## config.mk

```make
export PLATFORM = sky130hd
export DESIGN_NAME = ife_commit_sequencer
export DESIGN_NICKNAME = d
export VERILOG_FILES = /design/src/rtl/ife_pkg.sv /design/src/rtl/ife_block_queue.sv /design/src/rtl/ife_commit_sequencer.sv
export SDC_FILE = /design/constraint.sdc
export NUM_CORES = 1
export LEC_CHECK = 0
export ABC_AREA = 1
export BUFFER_PORTS_ARGS = -buffer_cell sky130_fd_sc_hd__buf_2
export CORE_ASPECT_RATIO = 0.75
export CORE_MARGIN = 3
export CORE_UTILIZATION = 60
export CTS_BUF_LIST = sky130_fd_sc_hd__clkbuf_8 sky130_fd_sc_hd__clkbuf_16
export DETAILED_ROUTE_END_ITERATION = 8
export PLACE_DENSITY_LB_ADDON = 0.1
export SYNTH_ARGS = -nofsm -noshare
export SYNTH_HDL_FRONTEND = slang
export SYNTH_HIERARCHICAL = 1
export SYNTH_SLANG_ARGS = --single-unit
```

## constraint.sdc

```tcl
create_clock -name clk -period 4.5 [get_ports clk]
set_input_delay 0.9 -clock clk [delete_from_list [all_inputs] [get_ports clk]]
set_output_delay 0.9 -clock clk [all_outputs]
set_load 0.03 [all_outputs]
```

## src/rtl/ife_pkg.sv

```systemverilog
// Shared types for the IFE commit sequencer: sequencer states and the default block identifier type.
package ife_pkg;

  localparam int IFE_BLOCK_ID_WIDTH = 8;

  typedef logic [IFE_BLOCK_ID_WIDTH-1:0] block_id_t;

  typedef enum logic [2:0] {
    IDLE,
    DISPATCH,
    WAIT,
    COMPARE,
    SDISPATCH,
    SWAIT,
    RETIRE
  } ife_seq_state_e;

endpackage

```

## src/rtl/ife_block_queue.sv

```systemverilog
// Pending-block FIFO. Occupancy comes from a registered count, so a pop never frees a slot
// for a push in the same cycle.
module ife_block_queue #(
  parameter int WIDTH = 8,
  parameter int DEPTH = 4
) (
  input  logic             clk,
  input  logic             rst,
  input  logic             push,
  input  logic [WIDTH-1:0] push_data,
  input  logic             pop,
  output logic [WIDTH-1:0] head,
  output logic             full,
  output logic             empty
);

  localparam int PW = $clog2(DEPTH);
  localparam int CW = PW + 1;

  logic [WIDTH-1:0] mem [DEPTH];
  logic [PW-1:0]    wr_ptr;
  logic [PW-1:0]    rd_ptr;
  logic [CW-1:0]    count;
  logic             do_push;
  logic             do_pop;

  assign full    = (count == CW'(DEPTH));
  assign empty   = (count == '0);
  assign do_push = push && !full;
  assign do_pop  = pop && !empty;
  assign head    = mem[rd_ptr];

  // Storage needs no reset; only the pointers define which entries are live.
  always_ff @(posedge clk) begin
    if (do_push) begin
      mem[wr_ptr] <= push_data;
    end
  end

  // Pointers wrap naturally because DEPTH is a power of two.
  always_ff @(posedge clk) begin
    if (rst) begin
      wr_ptr <= '0;
      rd_ptr <= '0;
      count  <= '0;
    end else begin
      if (do_push) begin
        wr_ptr <= wr_ptr + PW'(1);
      end
      if (do_pop) begin
        rd_ptr <= rd_ptr + PW'(1);
      end
      count <= count + CW'(do_push) - CW'(do_pop);
    end
  end

endmodule

```

## src/rtl/ife_commit_sequencer.sv

```systemverilog
// Dispatches queued blocks to both cores, hands finished blocks to the commit unit, and falls back
// to serial re-execution on core 0 when the results disagree or a core never finishes.
module ife_commit_sequencer
  import ife_pkg::*;
#(
  parameter int BLOCK_ID_WIDTH = 8,
  parameter int QUEUE_DEPTH    = 4,
  parameter int TIMEOUT_CYCLES = 256,
  parameter int FAIL_CNT_WIDTH = 16
) (
  input  logic                      clk,
  input  logic                      rst,
  input  logic                      blk_valid,
  input  logic [BLOCK_ID_WIDTH-1:0] blk_id,
  output logic                      blk_ready,
  output logic                      core0_start,
  output logic                      core1_start,
  output logic                      core_serial,
  output logic [BLOCK_ID_WIDTH-1:0] core_block_id,
  input  logic                      core0_done,
  input  logic                      core1_done,
  output logic                      valid_in,
  output logic [BLOCK_ID_WIDTH-1:0] block_id,
  input  logic                      commit_ok,
  input  logic                      commit_fail,
  output logic                      retire_valid,
  output logic [BLOCK_ID_WIDTH-1:0] retire_block_id,
  output logic                      retire_serial,
  output logic                      retire_error,
  output logic [FAIL_CNT_WIDTH-1:0] fail_count,
  output logic                      busy
);

  localparam int CNT_W = (TIMEOUT_CYCLES > 2) ? $clog2(TIMEOUT_CYCLES) : 1;
  localparam logic [CNT_W-1:0] TMO_LAST = CNT_W'(TIMEOUT_CYCLES - 1);

  ife_seq_state_e state, next_state;

  logic [BLOCK_ID_WIDTH-1:0] cur_id;
  logic [BLOCK_ID_WIDTH-1:0] q_head;
  logic                      q_full;
  logic                      q_empty;
  logic                      q_push;
  logic                      q_pop;
  logic                      d0, d1;
  logic                      d0_now, d1_now;
  logic [CNT_W-1:0]          tmo_cnt;
  logic                      timeout;
  logic                      ret_serial;
  logic                      ret_error;

  assign blk_ready = !q_full;
  assign q_push    = blk_valid && blk_ready;
  assign q_pop     = (state == IDLE) && !q_empty;

  ife_block_queue #(
    .WIDTH (BLOCK_ID_WIDTH),
    .DEPTH (QUEUE_DEPTH)
  ) u_queue (
    .clk       (clk),
    .rst       (rst),
    .push      (q_push),
    .push_data (blk_id),
    .pop       (q_pop),
    .head      (q_head),
    .full      (q_full),
    .empty     (q_empty)
  );

  // A done pulse counts in the cycle it arrives, so simultaneous pulses complete at once.
  assign d0_now  = d0 || core0_done;
  assign d1_now  = d1 || core1_done;
  assign timeout = (tmo_cnt == TMO_LAST);

  always_ff @(posedge clk) begin
    if (rst) begin
      state      <= IDLE;
      cur_id     <= '0;
      d0         <= 1'b0;
      d1         <= 1'b0;
      tmo_cnt    <= '0;
      fail_count <= '0;
      ret_serial <= 1'b0;
      ret_error  <= 1'b0;
    end else begin
      state <= next_state;
      if (q_pop) begin
        cur_id <= q_head;
      end
      case (state)
        DISPATCH: begin
          d0      <= 1'b0;
          d1      <= 1'b0;
          tmo_cnt <= '0;
        end
        WAIT: begin
          d0      <= d0_now;
          d1      <= d1_now;
          tmo_cnt <= tmo_cnt + CNT_W'(1);
        end
        COMPARE: begin
          ret_serial <= 1'b0;
          ret_error  <= 1'b0;
        end
        SDISPATCH: begin
          tmo_cnt <= '0;
          if (fail_count != '1) begin
            fail_count <= fail_count + FAIL_CNT_WIDTH'(1);
          end
        end
        SWAIT: begin
          tmo_cnt    <= tmo_cnt + CNT_W'(1);
          ret_serial <= 1'b1;
          ret_error  <= !core0_done;
        end
        default: ;
      endcase
    end
  end

  // A commit unit that flags both ok and fail is treated as a mismatch.
  always_comb begin
    next_state = state;
    case (state)
      IDLE:      if (!q_empty) next_state = DISPATCH;
      DISPATCH:  next_state = WAIT;
      WAIT: begin
        if (d0_now && d1_now) begin
          next_state = COMPARE;
        end else if (timeout) begin
          next_state = SDISPATCH;
        end
      end
      COMPARE:   next_state = (commit_ok && !commit_fail) ? RETIRE : SDISPATCH;
      SDISPATCH: next_state = SWAIT;
      SWAIT:     if (core0_done || timeout) next_state = RETIRE;
      RETIRE:    next_state = IDLE;
      default:   next_state = IDLE;
    endcase
  end

  assign core0_start     = (state == DISPATCH) || (state == SDISPATCH);
  assign core1_start     = (state == DISPATCH);
  assign core_serial     = (state == SDISPATCH) || (state == SWAIT);
  assign core_block_id   = (state != IDLE) ? cur_id : '0;
  assign valid_in        = (state == COMPARE);
  assign block_id        = valid_in ? cur_id : '0;
  assign retire_valid    = (state == RETIRE);
  assign retire_block_id = retire_valid ? cur_id : '0;
  assign retire_serial   = retire_valid && ret_serial;
  assign retire_error    = retire_valid && ret_error;
  assign busy            = (state != IDLE) || !q_empty;

endmodule

```

---- Word level (Yosys, flattened, before mapping) ----
Memories as Yosys holds them, arrays and structs flattened. A register that Yosys moved wholly into a read port is not among the register bits.
Index checks and enable logic that the tools add are counted.
storage, ports and cells
  word-level logic and storage cells ...... 73
  bits in registers ....................... 38
  output and inout bits ................... 49
  memories ................................ 1
  bits of input ports ..................... 15
  RAM bits ................................ 32
memories
  name         words  width  read ports  clocked after Yosys merged registers in  write ports  line                   source
  u_queue.mem  4      8      1           1                                        1            ife_block_queue.sv:20  logic [WIDTH-1:0] mem [DEPTH];
operators by class
  $add $sub $neg .......................... 6
  reductions and logical operators ........ 28
  mux-type cells .......................... 16
  eq/ne operators ......................... 12
operator list
  operator                                                         count
  8-bit two-way mux                                                3
  3-bit one-hot mux with 6 select lines                            1
  16-bit by 1-bit adder with 16-bit output, second input constant  1
  16-bit != test, second input constant                            1
  8-bit one-hot mux with 2 select lines                            1
  3-bit == test, second input constant                             4
  3-bit two-way mux                                                4
  8-bit by 1-bit adder with 8-bit output, second input constant    1
  8-bit == test, second input constant                             1
  1-bit logical AND                                                8
  1-bit one-hot mux with 2 select lines                            4
  3-bit by 2-bit == test with 1-bit output, second input constant  2
  3-bit logical NOT                                                2
  1-bit logical OR                                                 6
  2-bit nonzero test                                               3
  2-bit by 1-bit adder with 2-bit output, second input constant    2
  1-bit logical NOT                                                4
  2-bit != test, second input constant                             2
  2-bit OR reduction                                               2
  3-bit by 1-bit adder with 3-bit output                           1
  3-bit by 1-bit == test with 1-bit output, second input constant  1
  3-bit != test, second input constant                             1
  3-bit AND reduction                                              1
  3-bit nonzero test                                               1
  other kinds (4)                                                  5

---- Depth between registers and ports, before layout ----
Gate-level depths: netlist of the first run.
  word-level depth ........................ 6
  gate-level depth with buffers ........... 18
  mapped depth without buffers ............ 15

---- Cells and area by module ----
The synthesis of the first run kept the hierarchy.
modules (own cells, without submodules)
  module                seq. area each (µm²)  times used  cells each  area each (µm²)
  ife_commit_sequencer  780.7                 1           356         2296.0
  ife_block_queue       1141.1                1           145         1679.1

---- Worst setup path before layout of the first run ----
OpenSTA, ideal clock, no wires.
  kind .................................... register to output
  start ................................... reg state[2]
  end ..................................... out retire_block_id[0]
  arrival time ............................ 1943 ps
  slack ................................... 1657 ps
  required time ........................... 3600 ps
  cell stages (with the launch flop) ...... 5
  buffers on the path ..................... 0
  cells stage by stage .................... dfxtp_1 > inv_2 > nor2_1 > clkinv_1 > nor2_1
between the ends
  word-level cells in the longest chain between the ends .. 2
RTL lines
  what                    line                         source
  from (decl)             ife_commit_sequencer.sv:37   ife_seq_state_e state, next_state;
  from (signal assigned)  ife_commit_sequencer.sv:86   state <= next_state;
  3-bit == test           ife_commit_sequencer.sv:148  assign retire_valid = (state == RETIRE);
  net retire_valid        ife_commit_sequencer.sv:26   output logic retire_valid,
  8-bit two-way mux       ife_commit_sequencer.sv:149  assign retire_block_id = retire_valid ? cur_id : '0;
  to (decl)               ife_commit_sequencer.sv:27   output logic [BLOCK_ID_WIDTH-1:0] retire_block_id,
The timed path passes the listed nets, and every way through them passes these cells.

---- Worst setup path in the final report of the first run ----
  start ................................... reg state[0]
  end ..................................... reg u_queue.count[2]
between the ends
  word-level cells in the longest chain between the ends .. 4
RTL lines
  what                                         line                        source
  3-bit logical NOT                            ife_commit_sequencer.sv:54  assign q_pop = (state == IDLE) && !q_empty;
  1-bit logical AND                            ife_commit_sequencer.sv:54
  net q_pop                                    ife_commit_sequencer.sv:44  logic q_pop;
  1-bit logical AND                            ife_block_queue.sv:30       assign do_pop = pop && !empty;
  net u_queue.do_pop                           ife_block_queue.sv:25       logic do_pop;
  3-bit by 1-bit subtractor with 3-bit output  ife_block_queue.sv:53       count <= count + CW'(do_push) - CW'(do_pop);
  to (signal assigned)                         ife_block_queue.sv:53
  to (decl)                                    ife_block_queue.sv:23       logic [CW-1:0] count;
The timed path passes the listed nets, and every way through them passes these cells.
A chain may end at the register's enable or synchronous reset.

==> reports/metrics.cfg, run 1 <==
[floorplan]
core.rowCount=25
core_area_um2=6350
fp.dieH_um=76.5
initial_core_util=0.626
die_x_um=100
die-area_um2=7650
io-pin-count=64

[sta]
clock_skew_ns=0.0104
fin_crit_sh=0.631
max_slew.worst_pin.slew_ns=0.869
timing.final.ws_setup_ns=1.66
rsz0062_at_grt=false
finalSetupViolations=0
maxSlewViolCount=0
maxSlewHeadroom=0.418
hold_viol_final=0
period_minus_slack_ns=2.84
fin_setup_tns_ns=0
max_freq_mhz=352

[cells_and_area]
area_growth_pct=12.9
final_core_util=0.707
fin_area_um2=4490
drive_gt1_frac=0.178
n_antenna_cell=0
fin_nets=587

[cts]
clk_latency_ns=0.35
cts.path.max_buffers=2
clkSlewWorstSetupHoldPaths_ns=0.09
cts_setup_buffers=0
numCtsBuffers=9
ctsResizeCount=0
root_buffer=clkbuf_8
clock_sinks=80
cts_max_level=3
postCtsHoldBufs=0
cts_tree=built

[grt]
grt_max_degree=23
grt-ovfl-total=0
antenna_found_initial=0
first_global_vias=3111
grt_pass1_wl_um=14400
grt.total_usage=0.234

[yosys]
yosys_warnings=6
synth-async-reset-ratio=0
ys_ff_latch=80
syn_avg_cell_area_um2=7.93
synth-simple-area-share=0.267
synth_top_cell_area_share=0.242
synth_compound_area_frac=0.112
syn_nets=525
synth-main-ff-cell=dfxtp_1
synth_area_leaders=dfxtp_1 24%, edfxtp_1 24%, nand2_1 9.4%
synth_cells=501
syn-cell-area_um2=3980
synth_edf_count=32
synth_mux_area_frac=0
synth.distinct_cells=35
yosys.area_share.adder=0.0302
yosys.area.top_type=dfxtp_1
synth_top_family_by_area=simple AND/OR/NAND/NOR gates
synth_xor_area_frac=0.0110
ys_seq_area_frac=0.483

[pwr]
powerDensity_nw_per_um2=497
cellLeakagePower_uw=0.00195
peakVddDrop_mv=0.284

[placed_design]
place_ws_ns=1.71
gp_congestion=0.781
placed_cell_area_um2=4290
port_buffers=63
post-dp-hpwl_um=6240

[status]
status=finished clean

[critical_path]
cp_common_cell=inv_1
cp-start-kind=flip-flop
ff2ff_setup_slack_ns=1.66
crit_path_end_kind=flip-flop
cp_slowest_cell=dfxtp_1
required_ns=4.79
critical_path.cell_chain=clkinv_8 > nand2_8 > nor2_8 > inv_2 > or2_1 > inv_1 > inv_1 > nor2_1 > ha_1 > inv_1 > ha_1 > fa_1 > nand3_1 > nand2_1 > nor2_1
arrival_ns=3.13
crit_type=reg2reg
critPathMaxStageDelay_ns=0.64
path_max_fanout=17

[route]
vias_per_cell=5.28
drt_pass1_iterations=5
vias=3429
drt_iter0_drc=182
routedWlPerCell_um=13.3
ant_nets=0
routed_wl_um=8620
drc=0

[flow_run]
drv_cap=0

[hold_path]
min_path_type=reg2reg

-- routing by layer --
metal | track usage | vias up | wire, µm
met3 | 0.0622 | 7 | 689
met5 | 0 | - | 0
met4 | 0.0552 | 0 | 62
met2 | 0.377 | 114 | 3990
li1 | - | 1737 | -
met1 | 0.317 | 1571 | 3880
-- critical path: cells and delay by family (launching register included) --
family | cells | cell delay [ns]
adder cells (fa/ha/maj) | 3 | 0.83
buffers and inverters | 5 | 0.45
flip-flops | 1 | 0.64
AND/OR/NAND/NOR | 7 | 0.86
-- final timing paths --
kind / to / start / cells past startpoint
worst min register to register: ret_serial$_SDFFE_PP0P_ / ret_serial$_SDFFE_PP0P_ / 2
worst min-delay path: ret_serial$_SDFFE_PP0P_ / ret_serial$_SDFFE_PP0P_ / 2
worst max register to register: u_queue/count[2]$_SDFF_PP0_ / state[0]$_SDFFE_PP0P_ / 15
worst max-delay path: u_queue/count[2]$_SDFF_PP0_ / state[0]$_SDFFE_PP0P_ / 15
-- sequential cells by signal, indices dropped and copies added, names as in the netlist, named ones only --
signal,cells
u_queue/mem,32
fail_count,16
cur_id,8
tmo_cnt,8
state,3
u_queue/count,3
u_queue/rd_ptr,2
u_queue/wr_ptr,2
d0,1
d1,1
ret_error,1
ret_serial,1
-- where the power goes --
part | internal [µW] | switching, µW | leakage, µW
sequential | 861 | 90.9 | 0.000683
combinational | 221 | 537 | 0.00117
clock | 256 | 264 | 0.0000968
total | 1340 | 892 | 0.00195
-- synth_stat cells (3+ instances only) --
master / count
nand2_2: 3
o22ai_1: 8
nand3_2: 4
dfxtp_1: 48
edfxtp_1: 32
buf_6: 5
nor2_1: 94
a21oi_1: 40
inv_2: 3
o21ai_0: 28
nand4_1: 5
nand3_1: 27
xor2_1: 4
inv_1: 63
ha_1: 8
clkbuf_1: 4
o21ai_2: 3
nand2_1: 100
-- final cells by class --
type,count,area (µm²)
sequential,80,1920
timing repair buffer,63,315
tap,81,101
fill,541,1860
multi-input combinational,340,1670
clock inverter,7,72.6
clock buffer,9,124
inverter,69,284
-- logic make-up after synthesis --
family / Yosys count
AO/OA/AOI/OAI: 83
XOR/XNOR: 5
adder cells (fa/ha/maj): 9
buffers and inverters: 81
flip-flops: 80
AND/OR/NAND/NOR: 243
-- placed cells by master (no fill, tap or decap) --
cell        netlist  layout
a21oi_1          40      40
a21oi_2           1       1
buf_2             1      63
bufinv_16         0       1
clkbuf_8          0       9
clkinv_1          1       2
clkinv_2          0       1
clkinv_4          0       3
clkinv_8          2       2
clkinvlp_4        0       1
dfxtp_1          48      48
edfxtp_1         32      32
fa_1              1       1
ha_1              8       8
inv_1            63      63
inv_2             3       3
nand2_1         100     100
nand2_2           3       3
nand2_4           1       1
nand2_8           1       1
nand3_1          27      27
nand3_2           4       4
nand3b_1          2       2
nand4_1           5       5
nor2_1           94      94
nor2_2            2       2
nor2_4            2       2
nor2_8            1       1
o211a_1           1       1
o21ai_0          28      28
o21ai_1           2       2
o21ai_2           3       3
o22ai_1           8       8
or2_1             1       1
xnor2_1           1       1
xor2_1            4       4
-- metrics by stage --
| step | hold WS (ns) | cells | power (µW) |
|---|---|---|---|
| after global routing | 0.490 | 649 | 2370 |
| after global placement | 0.450 | 633 | 1690 |
| after CTS | 0.468 | 649 | 2230 |
| final | 0.463 | 649 | 2230 |
| after floorplan | 0.436 | 501 | 1590 |
| after detailed placement | 0.454 | 633 | 1720 |
Power figures use the tool's default switching activity.
==> run 2: changes to the inputs <==
--- a/config.mk
+++ b/config.mk
@@ -9,7 +9,7 @@
 export BUFFER_PORTS_ARGS = -buffer_cell sky130_fd_sc_hd__buf_2
 export CORE_ASPECT_RATIO = 0.75
 export CORE_MARGIN = 3
-export CORE_UTILIZATION = 60
+export CORE_UTILIZATION = 57
 export CTS_BUF_LIST = sky130_fd_sc_hd__clkbuf_8 sky130_fd_sc_hd__clkbuf_16
 export DETAILED_ROUTE_END_ITERATION = 8
 export PLACE_DENSITY_LB_ADDON = 0.1
==> constraint.sdc (replaced) <==
create_clock -name clk -period 2.8 [get_ports clk]
set_input_delay 0.56 -clock clk [delete_from_list [all_inputs] [get_ports clk]]
set_output_delay 0.56 -clock clk [all_outputs]
set_load 0.03 [all_outputs]
==> run 2 against run 1 <==
Against the previous run: die area rose by 4.9%; total power rose by 63%; sequential power rose by 61%; non-clock buffer count rose by 5; register-to-register slack got worse by 1.2 ns; highest routed layer unchanged; flip-flop and latch count did not move; cell count rose by 0.77%.
==> reports/metrics.cfg, run 2 (same netlist as run 1, synthesis figures left out) <==
[floorplan]
fp.dieH_um=78.3
core.rowCount=25
die_x_um=102
die-area_um2=8020
core_area_um2=6540
io-pin-count=64
initial_core_util=0.608

[hold_path]
min_path_type=in2reg
min-delay-start=blk_id[0]
min_to=u_queue/mem[3][0]$_DFFE_PP_
hold_depth=1

[cts]
ctsResizeCount=0
cts_tree=built
numCtsBuffers=9
clkSlewWorstSetupHoldPaths_ns=0.09
postCtsHoldBufs=0
cts_setup_buffers=0
cts.path.max_buffers=2
cts_max_level=3
root_buffer=clkbuf_8
clk_latency_ns=0.35
clock_sinks=80

[cells_and_area]
mostFrequentLayoutCell=nand2_1
most-common-layout-cells=100 x nand2_1, 94 x nor2_1, 63 x inv_1, 63 x buf_2, 48 x dfxtp_1
seq_area_um2=1920
largest_reg_flops=32
largestRegisters=u_queue/mem x32, fail_count x16
n_antenna_cell=0
fin_nets=592
finalNonFillerCells=654
area_growth_pct=14.0
drive_gt1_frac=0.187
fillers=521
multi_input_area_um2=1670
regMostFlops=u_queue/mem

[route]
drt_iter0_drc=151
drt_pass1_iterations=4
routedWlPerCell_um=12.9
drc=0
routed_wl_um=8420
ant_nets=0
vias=3362
vias_per_cell=5.14

[placed_design]
post-dp-hpwl_um=6070
gp_congestion=0.808
port_buffers=63
dpl.cell_count=638

[sta]
max_freq_mhz=415
finalSetupViolations=0
rsz0062_at_grt=false
fin_crit_sh=0.860
hold_viol_final=0
fin_setup_tns_ns=0
period_minus_slack_ns=2.41
maxSlewHeadroom=0.571
max_slew.worst_pin.slew_ns=0.642
maxSlewViolCount=0
clock_skew_ns=0.0103

[critical_path]
crit_path_end_kind=output pin
cp_top_family=flip-flops
ff2ff_setup_slack_ns=0.41
regToRegEndpoint=u_queue/count[1]$_SDFF_PP0_
cp_common_cell=nor2_1
required_ns=2.24
path_max_fanout=10
reg2reg_depth=14
cp_slowest_cell=dfxtp_1
cp-start-kind=flip-flop
critical_path.cell_chain=nand2_1 > nor2_1 > clkinv_1 > nor2_1 > buf_2
critPathMaxStageDelay_ns=0.59
rr_startpoint=state[0]$_SDFFE_PP0P_
crit_type=reg2out
arrival_ns=1.85
crit_buf_inv=2

[grt]
first_global_vias=3101
grt-ovfl-total=0
grt_pass1_wl_um=14000
antenna_found_initial=0
grt.total_usage=0.222
grt_max_degree=23

[pwr]
cellLeakagePower_uw=0.00197
powerDensity_nw_per_um2=801
peakVddDrop_mv=0.529

[status]
status=finished clean

[flow_run]
drv_cap=0

[run 2: how the worst max path moves through the flow]
| stage | startpoint | endpoint | slack, ns | depth (start not counted) |
|---|---|---|---|---|
| global route | state[1]$_SDFFE_PP0P_ | retire_block_id[4] | 0.21 | 5 |
| floorplan | state[2]$_SDFFE_PP0P_ | retire_block_id[0] | 0.30 | 4 |
| CTS | state[1]$_SDFFE_PP0P_ | retire_block_id[5] | 0.38 | 5 |
| finish | state[1]$_SDFFE_PP0P_ | retire_block_id[5] | 0.39 | 5 |
| detailed placement | state[0]$_SDFFE_PP0P_ | u_queue/count[2]$_SDFF_PP0_ | 0.44 | 14 |
| global placement | state[0]$_SDFFE_PP0P_ | u_queue/count[1]$_SDFF_PP0_ | 0.52 | 14 |
[run 2: final cells by class]
cell class,count,share of cell area
Multi-Input combinational cell,340,0.368
Sequential cell,80,0.424
Clock inverter,7,0.0174
Clock buffer,9,0.0273
Tap cell,81,0.0224
Inverter,69,0.0627
Timing Repair Buffer,68,0.0778
[run 2: power breakdown]
part	total, µW	switching, µW	internal, µW
logic	1260	873	384
registers	1530	145	1380
clock network	846	427	419
[run 2: through the flow]
stage	util	instance area, µm²	hold slack [ns]	setup WS (ns)	power (µW)
after floorplan	-	3980	0.436	0.297	2550
after global placement	0.662	4330	0.446	0.517	2750
after detailed placement	0.662	4330	0.458	0.441	2800
after CTS	0.693	4530	0.410	0.384	3650
after global routing	0.693	4530	0.409	0.215	3880
final	0.693	4530	0.426	0.392	3630
[run 2: per-layer routing]
layer	GRT usage	wire length (µm)
met5	0	0
met4	0.0603	44
met3	0.0631	541
met2	0.347	3710
met1	0.303	4120
